===== src/rtl/add_sequencer_pkg.sv =====
// Shared definitions for the adder sequencer: state encoding and nibble width.
package add_sequencer_pkg;

    // Width of one adder slice; operands are processed this many bits per cycle.
    localparam int unsigned NIB_W = 4;

    // Encoding is visible on the LEDs, so the values are fixed.
    typedef enum logic [1:0] {
        ST_LOAD_A = 2'b00,
        ST_LOAD_B = 2'b01,
        ST_ADD    = 2'b10,
        ST_SHOW   = 2'b11
    } state_e;

endpackage


===== src/rtl/add_sequencer_if.sv =====
// Board-side bundle for the adder sequencer.
//   enter, acc_mode, sw         : push-button level, accumulate select, switch operand
//   a_out, b_out, sum_out       : captured operands and result for the 7-segment drivers
//   carry_out, busy, done       : MSB carry, ADD-in-progress flag, completion pulse
//   state_out                   : current controller state for the LEDs
// master = board/driver side, slave = sequencer.
interface add_sequencer_if #(
    parameter int unsigned WIDTH = 8
);
    logic             enter;
    logic             acc_mode;
    logic [WIDTH-1:0] sw;
    logic [WIDTH-1:0] a_out;
    logic [WIDTH-1:0] b_out;
    logic [WIDTH-1:0] sum_out;
    logic             carry_out;
    logic             busy;
    logic             done;
    logic [1:0]       state_out;

    modport master (
        output enter, acc_mode, sw,
        input  a_out, b_out, sum_out, carry_out, busy, done, state_out
    );

    modport slave (
        input  enter, acc_mode, sw,
        output a_out, b_out, sum_out, carry_out, busy, done, state_out
    );
endinterface


===== src/rtl/add_sequencer_nibble_adder.sv =====
// Combinational 4-bit adder slice, time-shared by the sequencer across nibbles.
//   a, b : nibble operands    cin  : carry in
//   s    : nibble sum         cout : carry out
module nibble_adder
    import add_sequencer_pkg::*;
(
    input  logic [NIB_W-1:0] a,
    input  logic [NIB_W-1:0] b,
    input  logic             cin,
    output logic [NIB_W-1:0] s,
    output logic             cout
);
    localparam int unsigned SUM_W = NIB_W + 1;

    assign {cout, s} = SUM_W'(a) + SUM_W'(b) + SUM_W'(cin);
endmodule


===== src/rtl/add_sequencer.sv =====
// Operand-entry and nibble-serial add controller for the board adder datapath.
//   clock, reset : system clock, asynchronous active-high reset
//   bus (slave)  : switches/button in; operands, result, carry, status out
// A press loads A, then B, then the add runs one nibble per cycle (LSB first)
// on a single shared adder slice. In SHOW, a press either starts a new entry
// (loads A) or, in accumulate mode, chains the sum into A and adds sw at once.
module add_sequencer
    import add_sequencer_pkg::*;
#(
    parameter int unsigned WIDTH = 8
) (
    input  logic           clock,
    input  logic           reset,
    add_sequencer_if.slave bus
);
    localparam int unsigned NIB   = WIDTH / NIB_W;
    localparam int unsigned IDX_W = (NIB > 1) ? $clog2(NIB) : 1;

    state_e             state_q, state_d;
    logic [IDX_W-1:0]   idx_q, idx_d;
    logic               carry_q, carry_d;
    logic               enter_q;
    logic [WIDTH-1:0]   a_q, a_d;
    logic [WIDTH-1:0]   b_q, b_d;
    logic [WIDTH-1:0]   sum_q, sum_d;
    logic               cout_q, cout_d;
    logic               done_q, done_d;
    logic               busy_q, busy_d;

    logic               press_c;
    logic               last_nib_c;
    logic [NIB_W-1:0]   nib_a_c, nib_b_c, nib_s_c;
    logic               nib_cout_c;

    // Rising edge of the button: a held button is one press.
    assign press_c    = bus.enter & ~enter_q;
    assign last_nib_c = (idx_q == IDX_W'(NIB - 1));

    // Select the operand nibbles addressed by the current index.
    always_comb begin
        nib_a_c = '0;
        nib_b_c = '0;
        for (int n = 0; n < int'(NIB); n++) begin
            if (idx_q == IDX_W'(n)) begin
                nib_a_c = a_q[n*NIB_W +: NIB_W];
                nib_b_c = b_q[n*NIB_W +: NIB_W];
            end
        end
    end

    nibble_adder u_nibble_adder (
        .a    (nib_a_c),
        .b    (nib_b_c),
        .cin  (carry_q),
        .s    (nib_s_c),
        .cout (nib_cout_c)
    );

    // State and datapath registers.
    always_ff @(posedge clock or posedge reset) begin
        if (reset) begin
            state_q <= ST_LOAD_A;
            idx_q   <= '0;
            carry_q <= 1'b0;
            enter_q <= 1'b0;
            a_q     <= '0;
            b_q     <= '0;
            sum_q   <= '0;
            cout_q  <= 1'b0;
            done_q  <= 1'b0;
            busy_q  <= 1'b0;
        end else begin
            state_q <= state_d;
            idx_q   <= idx_d;
            carry_q <= carry_d;
            enter_q <= bus.enter;
            a_q     <= a_d;
            b_q     <= b_d;
            sum_q   <= sum_d;
            cout_q  <= cout_d;
            done_q  <= done_d;
            busy_q  <= busy_d;
        end
    end

    // Next-state and datapath updates.
    always_comb begin
        state_d = state_q;
        idx_d   = idx_q;
        carry_d = carry_q;
        a_d     = a_q;
        b_d     = b_q;
        sum_d   = sum_q;
        cout_d  = cout_q;
        done_d  = 1'b0;

        case (state_q)
            ST_LOAD_A: begin
                if (press_c) begin
                    a_d     = bus.sw;
                    state_d = ST_LOAD_B;
                end
            end
            ST_LOAD_B: begin
                if (press_c) begin
                    b_d     = bus.sw;
                    idx_d   = '0;
                    carry_d = 1'b0;
                    state_d = ST_ADD;
                end
            end
            ST_ADD: begin
                // Presses are deliberately ignored here.
                for (int n = 0; n < int'(NIB); n++) begin
                    if (idx_q == IDX_W'(n)) begin
                        sum_d[n*NIB_W +: NIB_W] = nib_s_c;
                    end
                end
                carry_d = nib_cout_c;
                idx_d   = IDX_W'(idx_q + 1'b1);
                if (last_nib_c) begin
                    cout_d  = nib_cout_c;
                    done_d  = 1'b1;
                    state_d = ST_SHOW;
                end
            end
            ST_SHOW: begin
                if (press_c) begin
                    if (bus.acc_mode) begin
                        a_d     = sum_q;
                        b_d     = bus.sw;
                        idx_d   = '0;
                        carry_d = 1'b0;
                        state_d = ST_ADD;
                    end else begin
                        a_d     = bus.sw;
                        state_d = ST_LOAD_B;
                    end
                end
            end
            default: state_d = ST_LOAD_A;
        endcase
    end

    // busy is registered from the next state so it is high exactly while in ADD.
    assign busy_d = (state_d == ST_ADD);

    assign bus.a_out     = a_q;
    assign bus.b_out     = b_q;
    assign bus.sum_out   = sum_q;
    assign bus.carry_out = cout_q;
    assign bus.busy      = busy_q;
    assign bus.done      = done_q;
    assign bus.state_out = state_q;

endmodule


===== src/flat_wrapper.sv =====
// flat-port wrapper written by rule: the top's interface ports become plain ports
module add_sequencer_flat import add_sequencer_pkg::*;
#(
    parameter int unsigned WIDTH = 8
)
  (clock, reset, bus_enter, bus_acc_mode, bus_sw, bus_a_out, bus_b_out, bus_sum_out, bus_carry_out, bus_busy, bus_done, bus_state_out);
  add_sequencer_if #(.WIDTH(WIDTH)) bus_i ();
  input  logic clock;
  input  logic reset;
  input wire logic [$bits(bus_i.enter)-1:0] bus_enter;
  input wire logic [$bits(bus_i.acc_mode)-1:0] bus_acc_mode;
  input wire logic [$bits(bus_i.sw)-1:0] bus_sw;
  output wire logic [$bits(bus_i.a_out)-1:0] bus_a_out;
  output wire logic [$bits(bus_i.b_out)-1:0] bus_b_out;
  output wire logic [$bits(bus_i.sum_out)-1:0] bus_sum_out;
  output wire logic [$bits(bus_i.carry_out)-1:0] bus_carry_out;
  output wire logic [$bits(bus_i.busy)-1:0] bus_busy;
  output wire logic [$bits(bus_i.done)-1:0] bus_done;
  output wire logic [$bits(bus_i.state_out)-1:0] bus_state_out;
  assign bus_i.enter = bus_enter;
  assign bus_i.acc_mode = bus_acc_mode;
  assign bus_i.sw = bus_sw;
  assign bus_a_out = bus_i.a_out;
  assign bus_b_out = bus_i.b_out;
  assign bus_sum_out = bus_i.sum_out;
  assign bus_carry_out = bus_i.carry_out;
  assign bus_busy = bus_i.busy;
  assign bus_done = bus_i.done;
  assign bus_state_out = bus_i.state_out;
  add_sequencer #(.WIDTH(WIDTH)) u_core (.clock(clock), .reset(reset), .bus(bus_i));
endmodule

===== config.mk =====
export PLATFORM = sky130hd
export DESIGN_NAME = add_sequencer_flat
export DESIGN_NICKNAME = d
export VERILOG_FILES = /design/src/rtl/add_sequencer_pkg.sv /design/src/rtl/add_sequencer_if.sv /design/src/rtl/add_sequencer_nibble_adder.sv /design/src/rtl/add_sequencer.sv /design/src/flat_wrapper.sv
export SDC_FILE = /design/constraint.sdc
export NUM_CORES = 1
export LEC_CHECK = 0
export CAP_MARGIN = 30
export CORE_MARGIN = 2
export CORE_UTILIZATION = 43
export DETAILED_ROUTE_END_ITERATION = 7
export MAX_ROUTING_LAYER = met4
export PLACE_DENSITY = 0.85
export SYNTH_ARGS = -nofsm -noshare
export SYNTH_HDL_FRONTEND = slang
export SYNTH_SLANG_ARGS = --single-unit

===== constraint.sdc =====
create_clock -name clock -period 2.2 [get_ports clock]
set_input_delay 0.22 -clock clock [delete_from_list [all_inputs] [get_ports clock]]
set_output_delay 0.22 -clock clock [all_outputs]
set_load 0.01 [all_outputs]

==> flow_summary_export.csv <==
group,metric,value,unit
cts,cts.path.max_buffers,2,
cells_and_area,syn2layout_area_growth,35.3,%
cts,cts_setup_buffers,0,
timing,setup_ws,0.119,ns
cts,numCtsBuffers,5,
power,power_density,1590,nW/µm²
synth,synthesis.area,1560,µm²
timing,tns,0,ns
global_routing,grt_overflow_total,0,
cts,cts-root-buf,"clkbuf_4",
status,status,"finished, final reports clean",
floorplanning,core_area,3420,µm²
setup_path,required,2.43,ns
floorplanning,num_rows,21,
min_path,min_path_type,"in2async",
timing,fin_crit_sh,0.946,
cts,cts-htree-levels,2,
setup_path,critPathKind,"reg2reg",
place,portBuffers,40,
power,ir_drop,0.000735,V
routing,drc_errors,0,
cts,clock_sinks,32,
synth,yosysSeqAreaShare,0.515,
global_routing,antenna_found_initial,0,
cells_and_area,n_fill_cell,289,
routing,viasPerCell,5.22,
routing,dr.pass1.iters,4,
synth,syn_nets,143,
cts,clk_pin_slew,0.10,ns
cells_and_area,antenna_cells,0,
run,max_cap_violations,0,
timing,finalMaxSlewViolations,0,
timing,worstMarginPinSlew,0.506,ns
synth,ys_warn_count,0,
global_routing,first_global_vias,1250,
setup_path,ff2ff_setup_slack,0.12,ns
global_routing,grt_usage,0.199,
synth,synth_seq_cells,32,
timing,hold_violations,0,
routing,drt_iter0_drc,51,
place,dp_hpwl,2600,µm
floorplanning,start_util,0.455,
routing,vias,1148,
cts,holdBufCountCts,0,
power,total_power,3.35,mW
synth,syn_inst,126,
place,routabilityCongestion,0.763,
routing,detail-route-antenna-nets,0,
floorplanning,dieArea,4110,µm²
cells_and_area,nets,190,
setup_path,arrival,2.31,ns
timing,grt_setup_unrepaired,"false",
synth,syn_avg_cell_area,12.3,µm²
synth,synth_cell_types,32,
setup_path,cp_max_fo,3,
cts,cts_tree,"built",
timing,fmax,0.480,GHz
cells_and_area,drive_above_1_share,0.149,
floorplanning,ioPinCount,41,
setup_path,start_kind,"register",
power,p_leak,0.994,nW
timing,finClkSkew,0.00763,ns
timing,period_needed,2.08,ns
cells_and_area,stdcell_count,220,
global_routing,grt_max_degree,21,
floorplanning,die_w,64.1,µm
setup_path,end_kind,"register",
routing,wl,3580,µm
timing,relSlewSlack,0.662,
routing,wire_per_inst,16.3,µm
floorplanning,die_y,64.1,µm
global_routing,grt_pass1_wl,5870,µm
place,post-place-cells,212,
cts,clk_latency,0.35,ns
cts,cts_resized,0,
timing,setup_viol,0,
place,pre_cts_ws,0.0636,ns
-- where the power goes --
group          switching, mW  internal, mW  leakage [nW]
clock                  0.208         0.158        0.0326
combinational          0.844          1.03         0.570
sequential             0.257         0.861         0.391
total                   1.31          2.05         0.994
-- cells in the final DEF, fill, tap and decap left out, drive strengths merged --
cell	synthesis	layout
clkdlybuf4s50	0	40
dfrtp	32	32
mux2	18	18
nand2	13	13
o21ai	12	12
mux2i	10	10
clkbuf	0	8
inv	7	7
nor2	5	5
a21o	4	4
a21oi	4	4
buf	4	4
ha	3	3
fa	2	2
nand2b	2	2
nand4b	1	1
nand3	1	1
nand3b	1	1
o22ai	1	1
and2b	1	1
xnor2	1	1
xor2	1	1
nor3b	1	1
a211oi	1	1
o31ai	1	1
-- flip-flops by register name, indices dropped and copies added (netlist names) --
register / flops
u_core.bus.b_out: 8
u_core.bus.state_out: 2
u_core.bus.sum_out: 8
u_core.idx_q: 1
u_core.bus.busy: 1
u_core.carry_q: 1
u_core.bus.carry_out: 1
u_core.enter_q: 1
u_core.bus.a_out: 8
u_core.bus.done: 1
-- stage by stage --
stage / utilization / hold slack (ns) / cell area [µm²]
floorplan: - / 0.251 / 1560
global placement: 0.593 / 0.497 / 2030
detailed placement: 0.593 / 0.502 / 2030
CTS: 0.610 / 0.200 / 2080
global route: 0.616 / 0.226 / 2100
finish: 0.616 / 0.188 / 2100
-- worst paths after layout --
check,startpoint,end,depth (start not counted)
worst min-delay path,reset,u_core.bus.busy$_DFF_PP0_,2
worst max-delay path,u_core.idx_q$_DFFE_PP0P_,u_core.carry_q$_DFFE_PP0P_,8
worst max register to register,u_core.idx_q$_DFFE_PP0P_,u_core.carry_q$_DFFE_PP0P_,8
max in group asynchronous,reset,u_core.bus.b_out[5]$_DFFE_PP0P_,3
worst min register to register,u_core.bus.a_out[7]$_DFFE_PP0P_,u_core.bus.a_out[7]$_DFFE_PP0P_,2
min in group clock,bus_enter,u_core.enter_q$_DFF_PP0_,1
-- cells in the mapped netlist, drive strengths merged --
| master | number | area share |
|---|---|---|
| xor2 | 1 | 0.0056 |
| o31ai | 1 | 0.0048 |
| nand2b | 2 | 0.013 |
| nand4b | 1 | 0.015 |
| o21ai | 12 | 0.039 |
| mux2 | 18 | 0.14 |
| buf | 4 | 0.020 |
| a21o | 4 | 0.019 |
| nand2 | 13 | 0.036 |
| dfrtp | 32 | 0.51 |
| nand3b | 1 | 0.0048 |
| mux2i | 10 | 0.064 |
| a21oi | 4 | 0.015 |
| nor2 | 5 | 0.014 |
| xnor2 | 1 | 0.0056 |
| fa | 2 | 0.026 |
| o22ai | 1 | 0.0040 |
| a211oi | 1 | 0.0048 |
| nor3b | 1 | 0.0048 |
| nand3 | 1 | 0.0064 |
| ha | 3 | 0.024 |
| and2b | 1 | 0.0064 |
| inv | 7 | 0.017 |
-- logic make-up after synthesis --
kind of cell               after synthesis  synth area share
xor gates and xnor gates                 2            0.0113
muxes                                   28             0.200
DFF                                     32             0.515
adders and majority gates                5            0.0499
and+or+nand+nor                         25             0.101
buffers and inverters                   11            0.0370
AOI/OAI and AO/OA                       23            0.0869
-- worst max-delay path, cell delays in order, from the launching register on --
cell,delay [ns]
dfrtp_2,0.44
mux2_1,0.35
fa_1,0.43
inv_1,0.09
fa_1,0.20
inv_1,0.05
a21o_1,0.18
a21oi_2,0.15
o22ai_1,0.09
-- area by class of cell --
class | count | area, µm² | area share
inverters | 7 | 26.3 | 0.0125
multi-input cells | 83 | 713 | 0.339
flip-flops and latches | 32 | 802 | 0.381
well taps | 46 | 57.6 | 0.0273
repair buffers | 44 | 447 | 0.212
clock buffers | 8 | 58.8 | 0.0279
-- layer usage --
metal  routed length, µm  up-vias  GRT usage
met5                   0        -          -
met4                  73        0     0.0771
met3                 168        9     0.0634
li1                    -      530          -
met1                1480      578      0.225
met2                1850       31      0.329
Power figures use the tool's default switching activity.
